--- config.mk ---
export PLATFORM = sky130hd
export DESIGN_NAME = hdmi_timing_scheduler
export DESIGN_NICKNAME = d
export VERILOG_FILES = /design/src/rtl/hdmi_timing_scheduler.sv
export SDC_FILE = /design/constraint.sdc
export NUM_CORES = 1
export LEC_CHECK = 0
export ABC_AREA = 1
export BUFFER_PORTS_ARGS = -buffer_cell sky130_fd_sc_hd__buf_2
export CORE_UTILIZATION = 50
export CTS_BUF_LIST = sky130_fd_sc_hd__clkbuf_4 sky130_fd_sc_hd__clkbuf_8
export CTS_CLUSTER_DIAMETER = 200
export DETAILED_ROUTE_END_ITERATION = 8
export HOLD_SLACK_MARGIN = 0.12
export PLACE_DENSITY = 0.7
export SKIP_CTS_REPAIR_TIMING = 1
export SLEW_MARGIN = 20
export SYNTH_ARGS = -nofsm -noshare
export SYNTH_HDL_FRONTEND = slang
export SYNTH_SLANG_ARGS = --single-unit
--- constraint.sdc ---
create_clock -name clk -period 7.9 [get_ports clk]
set_input_delay 1.58 -clock clk [delete_from_list [all_inputs] [get_ports clk]]
set_output_delay 1.58 -clock clk [all_outputs]
set_load 0.05 [all_outputs]
--- src/rtl/hdmi_timing_scheduler.sv ---
// hdmi_timing_scheduler: raster counters, stream start/stop sequencing and
// frame-aligned timing-mode changes for the HDMI sync/data-enable stage.
module hdmi_timing_scheduler #(
    parameter int HLEN = 12,
    parameter int VLEN = 11,
    parameter logic [4*HLEN-1:0] DEF_H = {HLEN'(640), HLEN'(16), HLEN'(96), HLEN'(48)},
    parameter logic [4*VLEN-1:0] DEF_V = {VLEN'(480), VLEN'(10), VLEN'(2), VLEN'(33)}
) (
    input  logic              clk,
    input  logic              rst,
    input  logic              i_enable,
    input  logic              i_cfg_valid,
    output logic              o_cfg_ready,
    input  logic [4*HLEN-1:0] i_cfg_h,
    input  logic [4*VLEN-1:0] i_cfg_v,
    output logic              o_cfg_err,
    output logic [4*HLEN-1:0] o_act_h,
    output logic [4*VLEN-1:0] o_act_v,
    output logic [HLEN-1:0]   o_hcount,
    output logic [VLEN-1:0]   o_vcount,
    output logic              o_pixel_inc,
    output logic              o_line_start,
    output logic              o_frame_start,
    output logic              o_running
);
    typedef enum logic [1:0] {IDLE, RUN, DRAIN} state_t;

    state_t            state, state_nxt;
    logic [4*HLEN-1:0] pend_h;
    logic [4*VLEN-1:0] pend_v;
    logic [HLEN+1:0]   ht, cfg_ht;
    logic [VLEN+1:0]   vt, cfg_vt;
    logic [HLEN-1:0]   h_nxt;
    logic [VLEN-1:0]   v_nxt;
    logic              h_end, v_end, frame_end, cfg_ok, accept, apply;

    function automatic logic [HLEN+1:0] h_total(input logic [4*HLEN-1:0] t);
        return (HLEN+2)'(t[4*HLEN-1 -: HLEN]) + (HLEN+2)'(t[3*HLEN-1 -: HLEN])
             + (HLEN+2)'(t[2*HLEN-1 -: HLEN]) + (HLEN+2)'(t[HLEN-1:0]);
    endfunction

    function automatic logic [VLEN+1:0] v_total(input logic [4*VLEN-1:0] t);
        return (VLEN+2)'(t[4*VLEN-1 -: VLEN]) + (VLEN+2)'(t[3*VLEN-1 -: VLEN])
             + (VLEN+2)'(t[2*VLEN-1 -: VLEN]) + (VLEN+2)'(t[VLEN-1:0]);
    endfunction

    always_comb begin
        ht        = h_total(o_act_h);
        vt        = v_total(o_act_v);
        cfg_ht    = h_total(i_cfg_h);
        cfg_vt    = v_total(i_cfg_v);
        h_end     = {2'b00, o_hcount} == ht - (HLEN+2)'(1);
        v_end     = {2'b00, o_vcount} == vt - (VLEN+2)'(1);
        frame_end = o_running && h_end && v_end;
        h_nxt     = (o_running && !h_end) ? o_hcount + HLEN'(1) : '0;
        v_nxt     = !o_running ? '0 : !h_end ? o_vcount : v_end ? '0 : o_vcount + VLEN'(1);
        cfg_ok    = (|i_cfg_h[4*HLEN-1 -: HLEN]) && (|i_cfg_h[2*HLEN-1 -: HLEN])
                 && (|i_cfg_v[4*VLEN-1 -: VLEN]) && (|i_cfg_v[2*VLEN-1 -: VLEN])
                 && (cfg_ht <= ((HLEN+2)'(1) << HLEN)) && (cfg_vt <= ((VLEN+2)'(1) << VLEN));
        accept    = i_cfg_valid && o_cfg_ready;
        // pending is only ever swapped in while no frame is in flight or on its last pixel
        apply     = !o_cfg_ready && (state == IDLE || frame_end);
        state_nxt = i_enable ? RUN : (state == IDLE || frame_end) ? IDLE : DRAIN;
    end

    always_ff @(posedge clk or posedge rst) begin
        if (rst) begin
            state         <= IDLE;
            o_hcount      <= '0;
            o_vcount      <= '0;
            o_pixel_inc   <= 1'b0;
            o_line_start  <= 1'b0;
            o_frame_start <= 1'b0;
            o_running     <= 1'b0;
            o_cfg_ready   <= 1'b1;
            o_cfg_err     <= 1'b0;
            o_act_h       <= DEF_H;
            o_act_v       <= DEF_V;
            pend_h        <= '0;
            pend_v        <= '0;
        end else begin
            state         <= state_nxt;
            o_running     <= state_nxt != IDLE;
            o_pixel_inc   <= state_nxt != IDLE;
            o_hcount      <= h_nxt;
            o_vcount      <= v_nxt;
            o_line_start  <= state_nxt != IDLE && h_nxt == '0;
            o_frame_start <= state_nxt != IDLE && h_nxt == '0 && v_nxt == '0;
            if (accept) begin
                o_cfg_err <= !cfg_ok;
                if (cfg_ok) begin
                    pend_h      <= i_cfg_h;
                    pend_v      <= i_cfg_v;
                    o_cfg_ready <= 1'b0;
                end
            end
            if (apply) begin
                o_act_h     <= pend_h;
                o_act_v     <= pend_v;
                o_cfg_ready <= 1'b1;
            end
        end
    end
endmodule

==> impl_results.md, run 1 <==
* Starting Density at 0.5138
* Post-DP HPWL at 28.80 mm
* Die H at 171.7 um
* Leading area contributor after synthesis: dfrtp_1
* First-pass iteration count of the detailed router at 5
* Worst min path class: reg -> reg
* CP most frequent cell: inv_1
* Post-synth ARST share at 1.000
* Clk sinks at 214
* Hold slack at 474.6 ps
* GR Overflow Total at 0
* Die W at 171.7 um
* R2R Setup Slk at 2060 ps
* Synth Area per Inst at 8.367 um2
* Share of layout cells above drive strength 1 at 0.1919
* Fin Setup TNS at 0 ps
* DR vias at 11,919
* Worst skew pair latency at 540 ps
* Drt first-iter violations at 936
* Synth Net Count at 1,985
* Hold endpoint: pend_v[10]$_DFFE_PP0P_
* Critical path data required time at 8290 ps
* Pin count of the biggest net entering global routing at 142
* Register bit total from synthesis at 214
* Gpl congestion at 0.9059
* Crit Path Category: reg -> reg
* Vias in the first global route at 11,353
* Crit path DAT at 6220 ps
* DRC at 0
* Layout area overhead at 14.33%
* Port Buf Inserts at 216
* Top cells by area, synth: dfrtp_1 34%, nand2_1 13%, fa_1 13%
* Initial antenna violation count at 0
* I/O pins at 217
* CTS tree: built
* Routed len/inst at 16.00 um
* CP startpoint kind: register
* HP Start: pend_v[10]$_DFFE_PP0P_
* Std cell rows at 61
* Worst hold path depth at 2
* Final clock skew at 21.87 ps
* Post-synth top area share at 0.3425
* Slowest stage delay, CP at 690 ps
* Die area at 29,470 um2
* Reg2reg start: o_act_v[12]$_DFFE_PP1P_
* Crit-path cells: inv_1 > ha_1 > inv_1 > fa_1 > fa_1 > ha_1 > inv_1 > fa_1 > inv_1 > nand2_1 > nand2_1 > nand3_1 > nand3_1 > nand2_1 > inv_1 > nand3_1 > nor2_1 > nand3_1 > o21bai_4 > buf_4 > nand2_8 > nor2_1 > a21oi_2
* Fillers at 2,615
* Multi-input logic area at 7746 um2
* Slowest cell on the critical path: nand2_8
* Worst-margin pin slew at 1043 ps
* First-pass GRT wire length at 59.73 mm
* Clock Path Buffers at 3
* Nets at 2,174
* Max_slew headroom at 0.3050
* CTS buffer count at 38
* Root buf cell: clkbuf_8
* Seq. cell area at 5376 um2
* Number of synthesized flops with an enable pin at 0
* Critical-path maximum fanout at 141
* Post-DP Area at 15,630 um2
* Synth warnings at 0
* Max Cap Violations at 0
* Fmax at 171.3 MHz
* Mapped Cells at 1,720
* FF-to-FF End: o_act_h[8]$_DFFE_PP0P_
* Total Wirelength at 37.08 mm
* Finish-stage setup viols at 0
* H-tree depth at 2
* Antenna-violating nets left at 0
* GRT Total Usage at 0.2606
* Outcome: finished, final reports clean
* Reg2Reg Depth at 23
* Fin crit period at 5838 ps
* Reg clk slew, reported paths at 60 ps
* Ant diodes at 0
* Worst Setup End Kind: register
* Hold Vio Cnt, Final at 0
* Post-synthesis cell area at 14,390 um2
* Final core utilization at 0.5874
* Sequential share of the synthesized area at 0.3736
* Tcrit/Tclk final at 0.7389
* Final Max Tran Viols at 0
* Final non-filler cell area at 16,450 um2
* Ys flop type: dfrtp_1
* Post-synth cell types at 37
* RSZ-0062 raised after global routing: false
* Core area at 28,010 um2
* Via density at 5.144
-- critical path: cells and delay by family, from the launching register on --
kind                       cells  cell delay [ps]
adders and majority gates      5             1900
AOI/OAI and AO/OA              2              300
DFF                            1              540
and+or+nand+nor               10             2090
buffers and inverters          6              800
-- layout make-up --
class / count / area share
clock inverters: 7 / 0.004106
multi-input cells: 1191 / 0.4708
flip-flops and latches: 214 / 0.3268
clock buffers: 63 / 0.04548
well taps: 378 / 0.02875
repair buffers: 221 / 0.06821
inverters: 243 / 0.05589
-- cells in the final DEF, fill, tap and decap left out, types with 44 or more instances in the layout --
master / Yosys / layout
nand4_1: 106 / 106
nand2_1: 517 / 516
nor2_1: 108 / 107
inv_1: 238 / 237
buf_2: 37 / 216
dfrtp_1: 197 / 197
ha_1: 79 / 79
fa_1: 90 / 90
nand3_1: 102 / 102
a21oi_2: 45 / 45
clkbuf_8: 0 / 44
-- logic make-up after synthesis --
group / Yosys count / synth area share
xor+xnor: 48 / 0.03017
simple gates: 872 / 0.2621
fa+ha+maj: 169 / 0.1939
flops: 214 / 0.3736
compound gates: 102 / 0.04938
buf+inv: 315 / 0.09085
-- per-layer routing --
metal	up-vias	GRT usage	part of all wire
met3	54	0.04119	0.072
li1	5849	-	-
met2	403	0.3737	0.43
met5	-	0	0
met4	0	0.07376	0.024
met1	5613	0.4029	0.48
-- cells in the mapped netlist (all sizes together), types with 4 or more instances --
master  number
nand2      519
inv        243
dfrtp      197
nor2       109
nand3      107
nand4      106
fa          90
a21oi       79
ha          79
buf         54
xor2        27
xnor2       20
clkbuf      18
dfstp       17
nor4        12
o21ai       12
nor3        11
o21bai       4
-- registers in the layout (all words and copies together) (netlist names) --
name,count
o_frame_start,1
o_running,1
state,2
o_hcount,12
o_cfg_ready,1
o_vcount,11
pend_h,48
pend_v,44
o_line_start,1
o_act_h,48
o_act_v,44
o_cfg_err,1
-- per-stage QoR --
stage                     setup WS [ps]  cells
after floorplan                   497.2   1720
after global placement             2128   2247
after detailed placement           2088   2247
after CTS                          2074   2317
after global routing               1627   2317
final                              2062   2317
-- how the worst max path moves through the flow --
stage	start	end	slack [ps]	cells past startpoint
2_1_floorplan	rst	o_act_h[0]$_DFFE_PP0P_	500	1
3_5_place_dp	o_act_v[12]$_DFFE_PP1P_	o_act_h[46]$_DFFE_PP0P_	2090	23
4_1_cts	o_act_v[12]$_DFFE_PP1P_	o_act_h[46]$_DFFE_PP0P_	2070	23
3_3_place_gp	o_act_v[12]$_DFFE_PP1P_	o_act_h[8]$_DFFE_PP0P_	2130	23
5_1_grt	o_act_v[12]$_DFFE_PP1P_	o_act_h[8]$_DFFE_PP0P_	1630	23
6_report	o_act_v[12]$_DFFE_PP1P_	o_act_h[8]$_DFFE_PP0P_	2060	23
Power of run 1 is left out: the tool's default activity adds up to more than one toggle a clock period on the data nets, which glitch-free logic cannot reach.
==> run 2, diff against run 1 <==
ABC_AREA = 0   (was 1)
PLACE_DENSITY = 0.74   (was 0.7)
clock period = 5.1 ns   (was 7.9 ns; I/O delays follow)
==> impl_results.md, run 2 <==
* Multi-input logic area at 7665 um2
* CTS buffer count at 36
* HP Start: pend_h[10]$_DFFE_PP0P_
* Max_slew headroom at 0.3545
* Port Buf Inserts at 216
* H-tree depth at 2
* Commonest non-fill, non-tap cell in the layout: buf_2
* GR Overflow Total at 0
* Critical path data required time at 5510 ps
* First-pass GRT wire length at 54.43 mm
* Critical-path maximum fanout at 9
* DRC at 14
* CP Buf/Inv Count at 4
* Synth warnings at 0
* Hold Vio Cnt, Final at 0
* Leading cell types in the layout, fill and taps excluded: 216 x buf_2, 189 x dfrtp_1, 122 x inv_1, 111 x mux2_2, 88 x fa_1
* Core area at 26,210 um2
* Root buf cell: clkbuf_8
* Post-DP HPWL at 27.35 mm
* Worst-margin pin slew at 966.3 ps
* Reg clk slew, reported paths at 60 ps
* Regs by FF count: o_act_h (48), pend_h (48)
* Failing checks: design-rule violations, negative setup slack
* Fillers at 1,914
* Fin crit period at 5275 ps
* Worst min path class: reg -> reg
* Routed len/inst at 20.77 um
* Number of synthesized flops with an enable pin at 0
* Count leader, synth: dfrtp_1
* Gpl congestion at 0.9611
* Post-synth cell types at 69
* Die area at 27,540 um2
* Nets at 1,749
* Final clock skew at 28.22 ps
* Pin count of the biggest net entering global routing at 95
* Sequential share of the synthesized area at 0.4001
* Final Max Tran Viols at 0
* Clock Path Buffers at 3
* I/O pins at 217
* Mapped Cells at 1,194
* Post-synthesis cell area at 13,440 um2
* Tcrit/Tclk final at 1.034
* Post-synth top area share at 0.3669
* Ys flop type: dfrtp_1
* Crit path DAT at 5680 ps
* RSZ-0062 raised after global routing: true
* Max Cap Violations at 0
* First-pass iteration count of the detailed router at 7
* Setup crit start: o_act_v[12]$_DFFE_PP1P_
* Synth Net Count at 1,459
* Post-synth ARST share at 1.000
* Leading area contributor after synthesis: dfrtp_1
* Antenna-violating nets left at 0
* Std cell rows at 59
* Outcome: finished with violations
* Die W at 165.9 um
* Layout area overhead at 25.03%
* Final Worst Setup Slack at -175.3 ps
* Crit-path cells: inv_2 > ha_4 > inv_2 > fa_1 > fa_1 > ha_2 > inv_2 > fa_2 > nor2b_1 > o2111ai_2 > a211oi_2 > a311oi_1 > or2_2 > or4_4 > o31ai_4 > and2b_4 > clkbuf_16 > mux2_2
* Via density at 5.676
* Synth top cells by count: 197 x dfrtp_1, 132 x mux2_2, 130 x inv_1
* Vias in the first global route at 9,903
* Clk sinks at 214
* Die H at 165.9 um
* CP most frequent cell: inv_2
* Starting Density at 0.5128
* CTS tree: built
* Share of layout cells above drive strength 1 at 0.3915
* Slowest stage delay, CP at 560 ps
* DR vias at 10,506
* Fmax at 189.6 MHz
* Drt first-iter violations at 840
* Hold slack at 498.3 ps
* Seq. cell area at 5386 um2
* Crit Path Category: reg -> reg
* Register bit total from synthesis at 214
* Slowest cell on the critical path: or4_4
* Reg2reg start: o_act_v[12]$_DFFE_PP1P_
* Worst skew pair latency at 550 ps
* Initial antenna violation count at 4
* GRT Total Usage at 0.2539
* Synth Area per Inst at 11.25 um2
* CP startpoint kind: register
* Worst Setup End Kind: register
* Finish-stage setup viols at 86
* Top cells by area, synth: dfrtp_1 37%, fa_1 13%, mux2_2 11%
* Total Wirelength at 38.44 mm
* Crit path max-delay family: adder cells
[run 2: final timing paths]
path | to | slack [ps] | cells past startpoint
worst min-delay path | o_act_h[10]$_DFFE_PP0P_ | 500 | 2
min in group asynchronous | o_vcount[2]$_DFF_PP0_ | 700 | 2
worst max-delay path | o_act_h[42]$_DFFE_PP0P_ | -180 | 18
max in group asynchronous | o_act_h[5]$_DFFE_PP1P_ | 3550 | 3
worst max register to register | o_act_h[42]$_DFFE_PP0P_ | -180 | 18
worst min register to register | o_act_h[10]$_DFFE_PP0P_ | 500 | 2
[run 2: worst register-to-register path, delay by kind of cell, from the launching register on]
family                   cells  cell delay [ps]
adder cells (fa/ha/maj)      5             1750
buffers and inverters        4              350
AND/OR/NAND/NOR              4             1370
AO/OA/AOI/OAI                4              790
multiplexers                 1              340
flip-flops                   1              550
[run 2: cell families after synthesis]
| group | after synthesis | share of synthesized area |
|---|---|---|
| simple gates | 241 | 0.08706 |
| flops | 214 | 0.4001 |
| compound gates | 206 | 0.09991 |
| buf+inv | 174 | 0.05391 |
| fa+ha+maj | 169 | 0.2076 |
| mux | 137 | 0.1158 |
| xor+xnor | 53 | 0.03557 |
[run 2: cell type report]
type                       count  share of cell area
timing repair buffer         295              0.1182
tap                          335             0.02495
multi-input combinational    807              0.4562
antenna                        4           0.0005958
clock buffer                  59             0.04424
sequential                   214              0.3206
inverter                     130             0.02927
clock inverter                 7            0.005958
[run 2: stage by stage]
stage / instances / area, um2 / worst slack (ps) / utilization / setup TNS, ps
6_report: 1851 / 16800 / -175.3 / 0.6411 / -7436
5_1_grt: 1851 / 16800 / -403.7 / 0.6411 / -31320
4_1_cts: 1824 / 16100 / -380.8 / 0.6142 / -26050
3_5_place_dp: 1758 / 15250 / -381.9 / 0.5820 / -55050
3_3_place_gp: 1758 / 15250 / -370.8 / 0.5820 / -53140
2_1_floorplan: 1194 / 13510 / -243.8 / - / -11660
[run 2: per-layer routing]
layer / vias to the layer above / part of all wire / global-route usage
li1: 4715 / - / -
met1: 5226 / 0.43 / 0.3732
met2: 458 / 0.46 / 0.3851
met3: 107 / 0.070 / 0.03337
met4: 0 / 0.046 / 0.09508
met5: - / 0 / 0
Power of run 2 is left out for the same reason.
==> run 3, diff against run 2 <==
SETUP_SLACK_MARGIN = 0.1   (was not set)
==> impl_results.md, run 3 (synthesis gave the netlist of run 2 again) <==
* Outcome: finished with violations
* Failing checks: design-rule violations, negative setup slack
* Vias in the first global route at 10,080
* Fillers at 1,943
* Multi-input logic area at 7839 um2
* Final Max Tran Viols at 0
* Commonest non-fill, non-tap cell in the layout: buf_2
* Critical-path maximum fanout at 7
* Die area at 27,540 um2
* Max Cap Violations at 0
* Fin crit period at 5385 ps
* Drt first-iter violations at 903
* Reg2Reg Depth at 18
* First-pass iteration count of the detailed router at 7
* Antenna-violating nets left at 0
* Pin count of the biggest net entering global routing at 171
* Worst Setup End Kind: register
* Post-DP HPWL at 27.93 mm
* GR Overflow Total at 0
* H-tree depth at 2
* CTS buffer count at 37
* Die W at 165.9 um
* Via density at 5.620
* Die H at 165.9 um
* I/O pins at 217
* Crit path DAT at 5810 ps
* Hold Vio Cnt, Final at 0
* CP startpoint kind: register
* DR vias at 10,492
* Crit Path Category: reg -> reg
* GRT Total Usage at 0.2586
* Worst min path class: in -> async
* Worst-margin pin slew at 947.7 ps
* Core area at 26,210 um2
* Reg clk slew, reported paths at 60 ps
* Clock Path Buffers at 3
* R2R Setup Slk at -290 ps
* Max_slew headroom at 0.3682
* Regs by FF count: o_act_h (48), pend_h (48)
* Placed Cells at 1,760
* Seq. cell area at 5388 um2
* CTS tree: built
* Finish-stage setup viols at 93
* Share of layout cells above drive strength 1 at 0.4166
* Layout Cells excl Fill at 1,867
* Std cell rows at 59
* Final clock skew at 31.28 ps
* RSZ-0062 raised after global routing: true
* Starting Density at 0.5128
* Post-Place Worst Slack at -331.5 ps
* Reg2reg start: o_act_v[12]$_DFFE_PP1P_
* Tcrit/Tclk final at 1.056
* FF-to-FF End: o_act_h[27]$_DFFE_PP0P_
* Nets at 1,765
* DRC at 9
* Critical path data required time at 5520 ps
* Total Wirelength at 38.48 mm
* Final Worst Setup Slack at -285.1 ps
* Layout area overhead at 27.15%
* Clk sinks at 214
* Initial antenna violation count at 4
* Fin Setup TNS at -19,840 ps
* Root buf cell: clkbuf_8
* Routed len/inst at 20.61 um
* Worst skew pair latency at 560 ps
* Fmax at 185.7 MHz
* First-pass GRT wire length at 55.56 mm
* Leading cell types in the layout, fill and taps excluded: 216 x buf_2, 188 x dfrtp_1, 117 x inv_1, 99 x mux2_2, 87 x fa_1
* Port Buf Inserts at 216
* Gpl congestion at 0.9713
-- run 3: cell count changes in the layout (fill, tap and decap cells not counted), sizes merged --
| cell | previous run | this run |
|---|---|---|
| clkinv | 4 | 7 |
| buf | 287 | 300 |
| diode | 4 | 3 |
| bufinv | 2 | 1 |
| clkbuf | 67 | 69 |
-- run 3: how the worst max path moves through the flow --
stage,cells after the start,endpoint,from,slack (ps)
after floorplan,21,o_act_v[22]$_DFFE_PP0P_,o_act_v[12]$_DFFE_PP1P_,-240
after global placement,16,pend_h[0]$_DFFE_PP0P_,i_cfg_h[1],-270
after detailed placement,16,pend_h[29]$_DFFE_PP0P_,i_cfg_h[1],-330
after CTS,20,o_act_v[42]$_DFFE_PP0P_,o_act_v[12]$_DFFE_PP1P_,-300
after global routing,19,o_act_v[36]$_DFFE_PP0P_,o_act_v[12]$_DFFE_PP1P_,-450
final,18,o_act_h[27]$_DFFE_PP0P_,o_act_v[12]$_DFFE_PP1P_,-290
-- run 3: layout make-up --
cell class / instances / share of cell area
Tap cell: 335 / 0.02453
Clock buffer: 59 / 0.04240
Clock inverter: 9 / 0.005419
Inverter: 130 / 0.02878
Timing Repair Buffer: 310 / 0.1243
Multi-Input combinational cell: 807 / 0.4588
Antenna cell: 3 / 0.0004394
Sequential cell: 214 / 0.3153
-- run 3: per-layer routing --
layer | share of wire | wire, um | vias up | GRT usage
li1 | - | - | 4749 | -
met4 | 0.034 | 1301 | 0 | 0.08533
met3 | 0.062 | 2369 | 87 | 0.04552
met1 | 0.43 | 16540 | 5301 | 0.3699
met5 | 0 | 0 | - | 0
met2 | 0.47 | 18270 | 355 | 0.3999
-- run 3: worst max-delay path, cell delays in order (launching register included) --
cell and delay (ps):
dfstp_2 540, inv_2 60, ha_4 260, inv_2 40, fa_1 480, fa_1 530, ha_2 190, inv_2 40
fa_2 370, xnor3_1 230, a2111oi_2 300, and4_1 260, a21boi_2 160, nand4_1 80, or4_4 540, o31ai_4 250
and2b_4 370, clkbuf_16 230, mux2_4 300
-- run 3: per-stage QoR --
step / hold WS (ps) / util / area [um2]
final: 449.4 / 0.6520 / 17090
after global routing: 466.1 / 0.6520 / 17090
after CTS: 448.3 / 0.6135 / 16080
after detailed placement: 470.6 / 0.5823 / 15260
after global placement: 461.2 / 0.5823 / 15260
after floorplan: 444.0 / - / 13530
Power of run 3 is left out for the same reason.
